$ cat src/rtl/softmax_seq_ctrl.sv
// Two-pass softmax sequencer sharing one external exp unit and one ln unit over a buffered vector.
// Define SOFTMAX_MAXSUB_EN to subtract the vector max in pass 1 and fold it back into the ln term.
module softmax_seq_ctrl #(
  parameter int VEC_LEN = 16,
  parameter int DATA_W  = 8,
  parameter int ACC_W   = 24
) (
  input  logic              clk,
  input  logic              rst,
  input  logic [DATA_W-1:0] in_data,
  input  logic              in_empty,
  output logic              in_rd_en,
  input  logic              abort,
  output logic [DATA_W-1:0] exp_arg,
  output logic [DATA_W-1:0] exp_lnf,
  input  logic [19:0]       exp_res,
  output logic [ACC_W-1:0]  ln_sum,
  input  logic [DATA_W-1:0] ln_res,
  output logic [7:0]        out_data,
  output logic              out_valid,
  input  logic              out_ready,
  output logic              busy,
  output logic              vec_done,
  output logic [15:0]       vec_cnt
);
  localparam int IDX_W = (VEC_LEN > 1) ? $clog2(VEC_LEN) : 1;
  localparam logic [IDX_W-1:0] LAST = IDX_W'(VEC_LEN - 1);

  typedef enum logic [2:0] {IDLE, LOAD, ACCUM, LN, OUT} state_t;

  state_t            state;
  logic [IDX_W-1:0]  idx;
  logic [ACC_W-1:0]  acc;
  logic [DATA_W-1:0] lnf_r;
  logic [DATA_W-1:0] elem_buf [VEC_LEN];
  logic [ACC_W:0]    acc_sum;
  logic [DATA_W-1:0] accum_lnf;
  logic [DATA_W-1:0] lnf_next;

`ifdef SOFTMAX_MAXSUB_EN
  logic [DATA_W-1:0] mx;
  logic [DATA_W:0]   mx_sum;
  assign accum_lnf = mx;
  assign mx_sum    = {mx[DATA_W-1], mx} + {ln_res[DATA_W-1], ln_res};
  // Signed saturation: overflow when the two top bits of the widened sum disagree.
  assign lnf_next  = (mx_sum[DATA_W] != mx_sum[DATA_W-1]) ?
                     (mx_sum[DATA_W] ? {1'b1, {(DATA_W-1){1'b0}}} : {1'b0, {(DATA_W-1){1'b1}}}) :
                     mx_sum[DATA_W-1:0];
`else
  assign accum_lnf = '0;
  assign lnf_next  = ln_res;
`endif

  assign acc_sum   = {1'b0, acc} + (ACC_W+1)'(exp_res);
  assign in_rd_en  = (state == LOAD) && !in_empty;
  assign ln_sum    = acc;
  assign out_valid = (state == OUT);
  assign busy      = (state != IDLE);
  assign out_data  = (|exp_res[19:8]) ? 8'hFF : exp_res[7:0];

  always_comb begin
    exp_arg = '0;
    exp_lnf = '0;
    case (state)
      ACCUM: begin
        exp_arg = elem_buf[idx];
        exp_lnf = accum_lnf;
      end
      OUT: begin
        exp_arg = elem_buf[idx];
        exp_lnf = lnf_r;
      end
      default: ;
    endcase
  end

  always_ff @(posedge clk) begin
    if (in_rd_en) elem_buf[idx] <= in_data;
  end

  always_ff @(posedge clk or posedge rst) begin
    if (rst) begin
      state    <= IDLE;
      idx      <= '0;
      acc      <= '0;
      lnf_r    <= '0;
      vec_cnt  <= '0;
      vec_done <= 1'b0;
`ifdef SOFTMAX_MAXSUB_EN
      mx       <= {1'b1, {(DATA_W-1){1'b0}}};
`endif
    end else begin
      vec_done <= 1'b0;
      if (abort) begin
        state <= IDLE;
        idx   <= '0;
        acc   <= '0;
      end else begin
        case (state)
          IDLE: if (!in_empty) begin
            state <= LOAD;
            idx   <= '0;
`ifdef SOFTMAX_MAXSUB_EN
            mx    <= {1'b1, {(DATA_W-1){1'b0}}};
`endif
          end
          LOAD: if (!in_empty) begin
`ifdef SOFTMAX_MAXSUB_EN
            if ($signed(in_data) > $signed(mx)) mx <= in_data;
`endif
            if (idx == LAST) begin
              idx   <= '0;
              state <= ACCUM;
            end else begin
              idx <= idx + IDX_W'(1);
            end
          end
          ACCUM: begin
            acc <= acc_sum[ACC_W] ? '1 : acc_sum[ACC_W-1:0];
            if (idx == LAST) begin
              idx   <= '0;
              state <= LN;
            end else begin
              idx <= idx + IDX_W'(1);
            end
          end
          LN: begin
            lnf_r <= lnf_next;
            idx   <= '0;
            state <= OUT;
          end
          OUT: if (out_ready) begin
            if (idx == LAST) begin
              vec_done <= 1'b1;
              vec_cnt  <= vec_cnt + 16'd1;
              acc      <= '0;
              idx      <= '0;
              state    <= IDLE;
            end else begin
              idx <= idx + IDX_W'(1);
            end
          end
          default: state <= IDLE;
        endcase
      end
    end
  end
endmodule

$ cat config.mk
export PLATFORM = sky130hd
export DESIGN_NAME = softmax_seq_ctrl
export DESIGN_NICKNAME = d
export VERILOG_FILES = /design/src/rtl/softmax_seq_ctrl.sv
export SDC_FILE = /design/constraint.sdc
export NUM_CORES = 1
export LEC_CHECK = 0
export BUFFER_PORTS_ARGS = -buffer_cell sky130_fd_sc_hd__buf_2
export CAP_MARGIN = 0
export CORE_MARGIN = 10
export CORE_UTILIZATION = 46
export DETAILED_ROUTE_END_ITERATION = 12
export GPL_TIMING_DRIVEN = 1
export PLACE_DENSITY = 0.63
export SLEW_MARGIN = 40
export SYNTH_ARGS = -nofsm -noshare
export SYNTH_HDL_FRONTEND = slang
export SYNTH_SLANG_ARGS = --single-unit
$ cat constraint.sdc
create_clock -name clk -period 3.05 [get_ports clk]
set_clock_uncertainty 0.05 [all_clocks]
set_input_delay 0.305 -clock clk [delete_from_list [all_inputs] [get_ports clk]]
set_output_delay 0.305 -clock clk [all_outputs]
set_load 0.1 [all_outputs]
Word level (Yosys, flattened, before mapping)
Memory sizes are Yosys's and may differ from the RTL's. Index checks and enable logic that the tools add are counted.

Add/sub/neg operators: 3. Equality and inequality tests: 11. Muxes and demuxes: 28. Bitwise gates (word level): 1. Reductions and logical operators: 13.

Operators by type and width (number): $mux 24 (4); $pmux 24 s2 (1); $add 24x20->25 (1); $mux 8 (3); $mux 3 (7); $mux 4 (5); $pmux 4 s5 (1); $add 16x1->16 const B (1); $pmux 3 s5 (1); $reduce_or 12->1 (1); $ne 3x2->1 const B (3); $ne 3x3->1 const B (3); $reduce_and 4->1 (2); $eq 3x2->1 const B (2); $mux 1 (6); $reduce_and 6->1 (1); $reduce_bool 3->1 (2); $reduce_bool 6->1 (1); $add 4x1->4 const B (1); $eq 4x4->1 const B (1); $eq 3x1->1 const B (1); $eq 3x3->1 const B (1); $logic_not 3->1 (1); $reduce_and 3->1 (1); 5 further kinds (5).

Register bits after elaboration: 56. Bits in writable memories: 128. Output and inout bits: 68. Word-level logic and storage cells: 63. Memories kept: 1.

Memory list: elem_buf (depth 16, width 8, rd ports 1, clocked after Yosys merged registers in 0, write ports 1, RTL line 35) `logic [DATA_W-1:0] elem_buf [VEC_LEN];`.

Depth between registers and ports, before layout
Gate-level depths: netlist (run 1).

Word-level depth: 5. Depth in mapped cells: 10.

Least setup slack after synthesis (run 1)
OpenSTA, ideal clock, no wires.

Path kind: reg2reg. Start: register state[0]. End: memory elem_buf[11][0] (enable). Setup time: 0.371 ns. Data arrival time: 3.443 ns. Slack: -0.813 ns. Cell stages (with the launch flop): 6. Path buffers: 1. Clock period less this slack: 3.863 ns. Cells stage by stage: dfrtp_1 > buf_2 > nand2_1 > nor3_1 > nand2_1 > nor2_1.

Word-level cells in the longest chain between the ends: 4.

RTL lines: start, declared (RTL line 31) `state_t state;`; start signal, assigned (RTL line 83) `state <= IDLE;`; start signal, assigned (RTL line 95) `state <= IDLE;`; start signal, assigned (RTL line 101) `state <= LOAD;`; $eq 3x1->1 (RTL line 55) `assign in_rd_en = (state == LOAD) && !in_empty;`; $logic_and 1x1->1 (RTL line 55); named net in_rd_en (RTL line 12) `output logic in_rd_en,`; $mux 1 (RTL line 78) `if (in_rd_en) elem_buf[idx] <= in_data;`; $mux 1 (not written as such) (RTL line 78); end, declared (RTL line 35).

The timed path passes the listed nets, and every way through them passes these cells.

Worst setup path after layout (run 1)
Start: register idx[0]. End: output port exp_arg[0].

Word-level cells in the longest chain between the ends: 2.

RTL lines: start, declared (RTL line 32) `logic [IDX_W-1:0] idx;`; start signal, assigned (RTL line 115) `idx <= idx + IDX_W'(1);`; start signal, assigned (RTL line 124) `idx <= idx + IDX_W'(1);`; start signal, assigned (RTL line 140) `idx <= idx + IDX_W'(1);`; $mem_v2 16x8; $mux 8; end, declared (RTL line 14) `output logic [DATA_W-1:0] exp_arg,`.

No other way between the ends.

==> results.md, run 1 <==
* Synth Instances at 585
* Post-synthesis compound-gate area fraction at 0.0905
* Startpoint types: flop
* Vias at 5,447
* Worst setup EP type: output pin
* Status: finished clean
* Worst EP arrival at 2.58 ns
* Largest delay share family, worst path: multiplexers
* Clk sink count at 184
* Clk root buf: clkbuf_16
* CTS tree: done
* Slowest-stage cell, CP: mux4_2
* Critical Path Most Common Cell: mux4_2
* Post-synth EDFFs at 128
* Port Buffer Count at 108
* Chip width at 157 µm
* R2R Setup Slk at 0.18 ns
* Total gr overflow at 0
* Slew Limit Fails at 0
* Synthesized area at 8650 µm²
* Most common cell after layout, fill and taps aside: edfxtp_1
* Comb pwr share at 0.053
* Setup violators final at 0
* Synth Area in Simple Gates at 0.0921
* Post-route ant nets at 0
* Synth Area in Adders at 0.0385
* Synth Flop Type: edfxtp_1
* Worst-path fanout max at 19
* I/O pin cnt at 109
* Post-layout min period at 2.94 ns
* Synthesized area per cell at 14.8 µm²
* Worst setup path category: reg -> out
* WHS at 0.0499 ns
* Psw at 1.22 mW
* Die Area at 24,700 µm²
* Hold Startpoint: ln_res[4]
* Critical Path Start: idx[0]
* Reg-to-Reg Start: ln_sum[0]
* Worst Path Buf+Inv at 2
* Gr usage total at 0.165
* Reg clk slew, reported paths at 0.08 ns
* Asr flop ratio synth at 0.304
* Share of layout cells above drive strength 1 at 0.343
* Total negative setup slack at 0 ns
* Layout area overhead at 17.9%
* Max-Cap Viols at 0
* Met3 WL at 1.50 mm
* Most frequent cells in the layout: edfxtp_1, buf_2, dfrtp_1
* ANT cells at 0
* Crit-path max cell delay at 0.54 ns
* Clock Power Share at 0.430
* Pwr per Cell Area at 510 nW/µm²
* DRC viols at 0
* Static Leakage at 4.19 nW
* Cell Rows at 50
* Seq/Total Area, Yosys at 0.606
* RSZ-0062 raised after global routing: false
* R2R Path End: ln_sum[18]
* Metal2 WL at 9.69 mm
* Final period util at 0.964
* Max clock buf depth at 2
* Number of global-route vias before repair at 5,590
* Post-synthesis mux area share at 0.116
* Synthesis-stage register bit count at 184
* Antenna violations before repair at 0
* WL/cell at 21.3 µm
* Largest family of logic cells by synthesized area: multiplexers
* Worst slack, placed at 0.181 ns
* Postcts setup bufs at 0
* Drt pass-1 iters at 5
* Synth unique cells at 61
* Crit path depth at 5
* Initial Util at 0.466
* Maximum vdd drop at 0.477 mV
* Vias per cell at 5.74
* Core footprint at 18,600 µm²
* Total CTS buffers at 17
* Post-synthesis xor/xnor area fraction at 0.0354
* WHS Path Cells at 2
* Max Fclk at 340 MHz
* Hold Path End: lnf_r[4]
* Final WS setup at 0.111 ns
* Switching share of total power at 0.234
* H-tree levels at 4
* Relative slew slack at 0.528
* M1 WL at 8.87 mm
* Flop pwr share at 0.517
* WL final at 20.2 mm
* Uppermost layer routed: met4
* Layout Nets at 769
* Critical-path cell list: buf_16 > mux4_2 > mux4_2 > nor2b_2 > buf_2
* Fin. Hold Viols at 0
* Synthesis Warnings at 0
* Syn Nets at 652
* Worst EP required at 2.69 ns
* DP HPWL at 14.0 mm
* Largest net degree at the start of global routing at 38
* 1st-iter DRT viols at 458
* P_int at 3.99 mW
* Hold WC Path Type: in -> reg
* Pin slew with the least headroom to its limit at 0.707 ns
* First-pass GRT wire length at 31.4 mm
* Reg2Reg Depth at 9
* Clock insertion delay at the later pin of the skew report at 0.43 ns
* Die Y at 157 µm
* Global placer's final weighted congestion at 0.890
## layout make-up
| type | count | area (µm²) |
|---|---|---|
| Multi-Input combinational cell | 359 | 3250 |
| Inverter | 13 | 48.8 |
| Clock inverter | 15 | 194 |
| Timing Repair Buffer | 127 | 736 |
| Tap cell | 234 | 293 |
| Sequential cell | 184 | 5250 |
| Clock buffer | 17 | 425 |
| Fill cell | 1482 | 8380 |
## metrics by stage
stage / utilization / total power [mW] / cells / instance area [µm²]
finish: 0.549 / 5.20 / 949 / 10200
global route: 0.549 / 5.38 / 949 / 10200
CTS: 0.547 / 5.25 / 948 / 10200
detailed placement: 0.513 / 3.01 / 915 / 9540
global placement: 0.513 / 3.01 / 915 / 9540
floorplan: - / 2.91 / 585 / 8680
## cell families after synthesis
family	Yosys count
buffers and inverters	42
AND/OR/NAND/NOR	146
multiplexers	49
AO/OA/AOI/OAI	103
flip-flops	184
XOR/XNOR	35
adder cells (fa/ha/maj)	26
## Yosys cell counts, types with 13 or more instances
library cell / count / share of area
a21oi_1: 23 / 0.013
a221o_1: 19 / 0.022
and2_1: 18 / 0.013
and3_1: 14 / 0.010
clkbuf_1: 14 / 0.0061
dfrtp_1: 56 / 0.16
edfxtp_1: 128 / 0.44
ha_1: 25 / 0.036
inv_1: 13 / 0.0056
mux4_2: 40 / 0.10
nand2_1: 29 / 0.013
nand3_1: 13 / 0.0075
nor2_1: 25 / 0.011
o21ai_0: 15 / 0.0087
xnor2_1: 21 / 0.021
xor2_1: 14 / 0.014
## how the worst max path moves through the flow
stage	end	slack [ns]
2_1_floorplan	ln_sum[0]	0.04
3_3_place_gp	ln_sum[14]	0.24
3_5_place_dp	ln_sum[18]	0.18
4_1_cts	exp_arg[0]	0.03
5_1_grt	exp_arg[0]	0.02
6_report	exp_arg[0]	0.11
## flip-flops by register name (all words and copies together) (netlist names)
name	cells
lnf_r	8
ln_sum	24
vec_cnt	16
state	3
idx	4
elem_buf	128
vec_done	1
## power by group through the flow
| stage | registers, mW | clock network [mW] | logic (mW) |
|---|---|---|---|
| global placement | 2.74 | 0 | 0.264 |
| global route | 2.69 | 2.38 | 0.305 |
| detailed placement | 2.74 | 0 | 0.271 |
| finish | 2.69 | 2.24 | 0.277 |
| CTS | 2.69 | 2.28 | 0.273 |
| floorplan | 2.74 | 0 | 0.174 |
## layer usage
| layer | GRT usage | vias to the layer above |
|---|---|---|
| met2 | 0.266 | 197 |
| li1 | - | 2513 |
| met4 | 0.0374 | 0 |
| met1 | 0.221 | 2729 |
| met3 | 0.0418 | 8 |
| met5 | 0 | - |
## repair_timing
action,4_1_cts,5_1_grt
hold endpoints to repair,29,0
gates resized for setup,0,1
hold buffers,1,0
setup endpoints to repair,0,3
## worst reg2reg max path: cells and delay by family, from the launching register on
family                     cells  cell delay [ns]
AOI/OAI and AO/OA              4             1.00
adders and majority gates      2             0.64
and+or+nand+nor                2             0.50
DFF                            1             0.42
xor gates and xnor gates       1             0.15
No activity file was read; power rests on OpenSTA's default activity.
==> inputs of run 2 (changes only) <==
--- a/config.mk
+++ b/config.mk
@@ -11,7 +11,7 @@
 export CORE_UTILIZATION = 46
 export DETAILED_ROUTE_END_ITERATION = 12
 export GPL_TIMING_DRIVEN = 1
-export PLACE_DENSITY = 0.63
+export PLACE_DENSITY = 0.65
 export SLEW_MARGIN = 40
 export SYNTH_ARGS = -nofsm -noshare
 export SYNTH_HDL_FRONTEND = slang
==> results.md, run 2 (synthesis results as in run 1) <==
* Status: finished clean
* Die Y at 157 µm (unchanged)
* WL final at 19.4 mm (-3.8%)
* WHS Path Cells at 2 (unchanged)
* Placed cell area at 9520 µm² (-0.17%)
* Vias at 5,487 (+0.73%)
* Number of global-route vias before repair at 5,620 (+0.54%)
* WL/cell at 20.5 µm (-3.5%)
* WHS at 0.0592 ns (+0.00927 ns)
* Total gr overflow at 0 (unchanged)
* Max Fclk at 337 MHz (-1.1%)
* Share of layout cells above drive strength 1 at 0.338 (-0.00417)
* Area occupied by multi-input gates at 3250 µm² (about the same)
* Final WS setup at 0.0783 ns (-0.0327 ns)
* R2R Path End: ln_sum[15]
* Clk root buf: clkbuf_16
* Post-route ant nets at 0 (unchanged)
* Max clock buf depth at 2 (unchanged)
* First-pass GRT wire length at 30.4 mm (-3.1%)
* Clock insertion delay at the later pin of the skew report at 0.43 ns (about the same)
* Relative slew slack at 0.496 (-0.0318)
* Maximum vdd drop at 0.401 mV (-16%)
* R2R Setup Slk at 0.22 ns (+0.04 ns)
* DRC viols at 0 (unchanged)
* Post-layout min period at 2.97 ns (+0.0327 ns)
* Reg2Reg Depth at 10 (+1)
* Most frequent cells in the layout: edfxtp_1, buf_2, dfrtp_1
* Most common cell after layout, fill and taps aside: edfxtp_1
* Final period util at 0.974 (+0.0107)
* CP endpoint: exp_arg[0]
* ANT cells at 0 (unchanged)
* FF+latch area at 5250 µm² (unchanged)
* Total negative setup slack at 0 ns (unchanged)
* Die Area at 24,700 µm² (unchanged)
* H-tree levels at 4 (unchanged)
* Drt pass-1 iters at 5 (unchanged)
* Worst EP required at 2.69 ns (about the same)
* Biggest register: elem_buf
* Vias per cell at 5.80 (+1.1%)
* Gr usage total at 0.159 (-0.00576)
* Global placer's final weighted congestion at 0.854 (-4.0%)
* CTS tree: done
* Port Buffer Count at 108 (unchanged)
* Worst slack, placed at 0.144 ns (-0.0372 ns)
* Static Leakage at 4.16 nW (-0.86%)
* Slew Limit Fails at 0 (unchanged)
* Largest net degree at the start of global routing at 38 (unchanged)
* Worst setup EP type: output pin
* Pin slew with the least headroom to its limit at 0.752 ns (+0.0447 ns)
* RSZ-0062 raised after global routing: false
* Filler Cell Count at 1,460 (-1.5%)
* Antenna violations before repair at 0 (unchanged)
* Layout area overhead at 17.3%
* Cell Rows at 50 (unchanged)
* DP HPWL at 13.4 mm (-3.9%)
* Core footprint at 18,600 µm² (unchanged)
* Clk sink count at 184 (unchanged)
* Post-route cell area at 10,200 µm² (-0.44%)
* Hold WC Path Type: in -> reg
* Reg-to-Reg Start: ln_sum[0]
* Initial Util at 0.466 (unchanged)
* Max-Cap Viols at 0 (unchanged)
* Worst EP arrival at 2.62 ns (+0.04 ns)
* Fin. Hold Viols at 0 (unchanged)
* Worst-path fanout max at 18 (-1)
* Critical Path Start: idx[0]
* Worst setup path category: reg -> out
* Setup violators final at 0 (unchanged)
* Postcts setup bufs at 0 (unchanged)
* 1st-iter DRT viols at 437 (-4.6%)
* Max reg flops at 128 (unchanged)
* Total CTS buffers at 17 (unchanged)
* Layout Nets at 766 (-0.39%)
* Chip width at 157 µm (unchanged)
* I/O pin cnt at 109 (unchanged)
* Pwr per Cell Area at 502 nW/µm² (-1.6%)
* Reg clk slew, reported paths at 0.07 ns (about the same)
* Startpoint types: flop
run 2: timing repair:
item | 4_1_cts | 5_1_grt
endpoints found under the setup margin | 2 | 12
cloned | 1 | 0
resized for setup | 0 | 2
hold buffers | 1 | 0
endpoints found under the hold margin | 29 | 0
run 2: cell type report:
class                      count  share of cell area
clock buffer                  17              0.0419
clock inverter                15              0.0157
inverter                      13             0.00481
multi-input combinational    359               0.320
sequential                   184               0.517
tap                          234              0.0288
timing repair buffer         124              0.0717
run 2: critical path, stage by stage (launching register included):
cell	delay [ns]
dfrtp_2	0.40
bufbuf_16	0.34
mux4_2	0.51
mux4_2	0.47
nor2b_2	0.16
buf_2	0.29
run 2: worst min path at each step:
stage	from	to	slack [ns]
3_5_place_dp	rst	ln_sum[1]	0.40
5_1_grt	ln_res[2]	lnf_r[2]	0.05
4_1_cts	ln_res[3]	lnf_r[3]	0.03
2_1_floorplan	in_data[0]	elem_buf[0][0]	0.35
6_report	ln_res[2]	lnf_r[2]	0.06
3_3_place_gp	rst	ln_sum[2]	0.39
run 2: per-layer routing:
layer,GRT usage,part of all wire,wire length (µm),vias to the layer above
li1,-,-,-,2502
met1,0.190,0.40,7760,2760
met2,0.279,0.52,10100,198
met3,0.0393,0.069,1330,27
met4,0.0490,0.015,284,0
met5,0,0,0,-
run 2: power by group:
part           switching (mW)  internal [mW]
registers             0.00582           2.68
clock network            1.04           1.09
logic                   0.160          0.116
total                    1.20           3.89
run 2: metrics by stage:
| step | util | power [mW] | cells |
|---|---|---|---|
| after floorplan | - | 2.91 | 585 |
| after global placement | 0.512 | 3.01 | 912 |
| after detailed placement | 0.512 | 3.01 | 912 |
| after CTS | 0.546 | 5.15 | 946 |
| after global routing | 0.546 | 5.28 | 946 |
| final | 0.546 | 5.10 | 946 |
==> inputs of run 3 (changes only) <==
--- a/config.mk
+++ b/config.mk
@@ -5,13 +5,15 @@
 export SDC_FILE = /design/constraint.sdc
 export NUM_CORES = 1
 export LEC_CHECK = 0
+export ABC_AREA = 1
 export BUFFER_PORTS_ARGS = -buffer_cell sky130_fd_sc_hd__buf_2
 export CAP_MARGIN = 0
 export CORE_MARGIN = 10
 export CORE_UTILIZATION = 46
+export CTS_CLUSTER_SIZE = 14
 export DETAILED_ROUTE_END_ITERATION = 12
-export GPL_TIMING_DRIVEN = 1
-export PLACE_DENSITY = 0.65
+export GPL_TIMING_DRIVEN = 0
+export PLACE_DENSITY = 0.64
 export SLEW_MARGIN = 40
 export SYNTH_ARGS = -nofsm -noshare
 export SYNTH_HDL_FRONTEND = slang
==> results.md, run 3 <==
* Asr flop ratio synth at 0.304 (unchanged)
* Chip width at 163 µm (+3.7%)
* Worst setup EP type: output pin
* Most frequent cells in the layout: nand2_1, nor2_1, edfxtp_1
* Post-layout min period at 2.95 ns (-0.0238 ns)
* WHS Path Cells at 3 (+1)
* Startpoint types: flop
* Post-synthesis mux area share at 0 (-0.116)
* Hold WC Path Type: in -> reg
* Die Y at 163 µm (+3.7%)
* Layout Cells excl Fill at 1,488 (+57%)
* Synthesis Warnings at 0 (unchanged)
* Synth Area in Adders at 0.0354 (-0.00305)
* Pwr per Cell Area at 777 nW/µm² (+55%)
* Synth top area share at 0.409 (-0.0352)
* Seq/Total Area, Yosys at 0.558 (-0.0480)
* R2R Path End: elem_buf[4][6]
* Hold Startpoint: ln_res[3]
* Number of global-route vias before repair at 7,391 (+32%)
* Cell with the most instances after synthesis: nand2_1
* Core footprint at 20,200 µm² (+8.6%)
* Hold Path End: lnf_r[3]
* Maximum vdd drop at 0.487 mV (+22%)
* Worst Path Buf+Inv at 3 (+1)
* R2R Setup Slk at 0.42 ns (+0.20 ns)
* Port Buffer Count at 108 (unchanged)
* CTS tree: done
* Post-synthesis compound-gate area fraction at 0.0798 (-0.0108)
* Most common cell after layout, fill and taps aside: nand2_1
* Most frequent cells after synthesis: nand2_1, nor2_1, edfxtp_1
* WL/cell at 16.8 µm (-18%)
* Share of layout cells above drive strength 1 at 0.161 (-0.177)
* DP HPWL at 18.0 mm (+34%)
* Largest family of logic cells by synthesized area: simple AND/OR/NAND/NOR gates
* Largest net degree at the start of global routing at 30 (-21%)
* Worst EP arrival at 2.59 ns (-0.03 ns)
* Worst EP required at 2.69 ns (about the same)
* Initial Util at 0.466 (about the same)
* Global placer's final weighted congestion at 0.917 (+7.4%)
* Biggest register: elem_buf
* Antenna violations before repair at 3 (+3)
* Layout Utilization at 0.549 (+0.00280)
* Static Leakage at 5.12 nW (+23%)
* Clk root buf: clkbuf_16
* Critical-path cell list: clkbuf_4 > buf_1 > o21ai_0 > o22ai_1 > a21oi_1 > a21oi_2 > buf_8
* Max reg flops at 128 (unchanged)
* Vias per cell at 5.14 (-11%)
* Vias at 7,647 (+39%)
* Drt pass-1 iters at 6 (+1)
* Post-synthesis xor/xnor area fraction at 0.0224 (-0.0131)
* Final period util at 0.967 (-0.00779)
* Syn Nets at 1,141 (+75%)
* Setup violators final at 0 (unchanged)
* Max-Cap Viols at 0 (unchanged)
* Reg2Reg Depth at 7 (-3)
* 1st-iter DRT viols at 640 (+46%)
* Max clock buf depth at 2 (unchanged)
* Cell Rows at 52 (+4.0%)
* H-tree levels at 4 (unchanged)
* Post-synth EDFFs at 128 (unchanged)
* Crit-path max cell delay at 0.46 ns (-0.05 ns)
* Area occupied by multi-input gates at 3580 µm² (+10%)
* WL final at 25.0 mm (+29%)
* Reg clk slew, reported paths at 0.08 ns (about the same)
* Relative slew slack at 0.440 (-0.0561)
* I/O pin cnt at 109 (unchanged)
* Layout area overhead at 17.9%
* Layout Nets at 1,270 (+66%)
* Post-route ant nets at 0 (unchanged)
* Worst-path fanout max at 10 (-8)
* Top cells by area, synth: edfxtp_1, dfrtp_1, nand2_1
* Synthesis-stage register bit count at 184 (unchanged)
* Status: finished clean
* Clock insertion delay at the later pin of the skew report at 0.43 ns (about the same)
* Synthesized area at 9400 µm² (+8.6%)
* Max Fclk at 339 MHz (+0.81%)
* Synth Flop Type: edfxtp_1
* Reg-to-Reg Start: idx[0]
* Critical Path Start: idx[0]
* Total gr overflow at 0 (unchanged)
* Total CTS buffers at 17 (unchanged)
* Synthesized area per cell at 8.75 µm² (-41%)
* Filler Cell Count at 1,933 (+32%)
* Slowest-stage cell, CP: buf_1
* Postcts setup bufs at 0 (unchanged)
* Gr usage total at 0.189 (+0.0298)
* FF+latch area at 5250 µm² (about the same)
* Top cell type by total area after synthesis: edfxtp_1
* Die Area at 26,500 µm² (+7.5%)
* Slew Limit Fails at 0 (unchanged)
* Clk sink count at 184 (unchanged)
* Synth Instances at 1,074 (+84%)
* Largest delay share family, worst path: buffers and inverters
* Synth unique cells at 35 (-43%)
* DRC viols at 0 (unchanged)
* Worst setup path category: reg -> out
* First-pass GRT wire length at 39.6 mm (+30%)
* Pin slew with the least headroom to its limit at 0.837 ns (+0.0851 ns)
* Placed insts at 1,453 (+59%)
* Fin. Hold Viols at 0 (unchanged)
* Synth Area in Simple Gates at 0.238 (+0.146)
run 3: cell types whose count changed after synthesis, moves of 10 or more:
cell     previous run  this run
and3_1             14         1
a21oi_1            23        35
o22ai_1             2        24
inv_1              13       119
nand3_1            13        62
nand2_1            29       290
mux4_2             40         0
nor2_1             25       142
a21o_1             10         0
o21ai_0            15        75
and2_1             18         0
a221o_1            19         0
run 3: cells by family after synthesis:
group / Yosys count
adder cells (fa/ha/maj): 26
buffers and inverters: 158
flip-flops: 184
AO/OA/AOI/OAI: 143
XOR/XNOR: 24
AND/OR/NAND/NOR: 539
run 3: area by class of cell:
type / instances / area share
clock buffers: 17 / 0.0384
plain buffers: 32 / 0.0156
clock inverters: 15 / 0.0185
flip-flops and latches: 184 / 0.474
inverters: 126 / 0.0434
multi-input cells: 732 / 0.323
diodes: 2 / 0.000452
repair buffers: 110 / 0.0564
well taps: 270 / 0.0305
run 3: timing repair:
action	CTS	global route
hold buffers	1	0
setup endpoints to repair	8	8
resized for setup	14	23
cloned	0	0
hold endpoints to repair	27	0
pin swaps	0	1
run 3: report_power, final:
part	total (mW)	internal, mW	switching, mW
combinational	3.31	0.829	2.48
sequential	2.95	2.85	0.104
clock	2.34	1.26	1.08
run 3: worst reg2reg max path: cells and delay by family (launching register included):
kind | cells | cell delay [ns]
adders and majority gates | 1 | 0.16
DFF | 1 | 0.44
buffers and inverters | 4 | 0.79
and+or+nand+nor | 2 | 0.82
run 3: worst max path at each step:
| stage | to | slack, ns | cells past startpoint |
|---|---|---|---|
| floorplan | elem_buf[11][0] | 0.29 | 5 |
| global placement | elem_buf[3][4] | 0.16 | 4 |
| detailed placement | elem_buf[4][7] | 0.24 | 7 |
| CTS | exp_arg[6] | 0.004 | 9 |
| global route | exp_arg[6] | -0.006 | 10 |
| finish | exp_arg[3] | 0.10 | 7 |
run 3: per-layer routing:
layer | part of all wire | up-vias | GRT usage
li1 | - | 3804 | -
met1 | 0.45 | 3585 | 0.259
met2 | 0.47 | 238 | 0.301
met3 | 0.066 | 18 | 0.0404
met4 | 0.0083 | 2 | 0.0422
met5 | 0.00072 | - | 0
run 3: stage by stage:
step           setup WS [ns]  instance area [µm²]  hold WS [ns]   TNS, ns  total power, mW
2_1_floorplan          0.286                 9430         0.354         0             5.44
3_3_place_gp           0.164                10300         0.426         0             6.18
3_5_place_dp           0.245                10300         0.284         0             6.22
4_1_cts              0.00356                11000        0.0546         0             8.58
5_1_grt             -0.00626                11100        0.0673  -0.00626             9.06
6_report               0.102                11100        0.0684         0             8.60
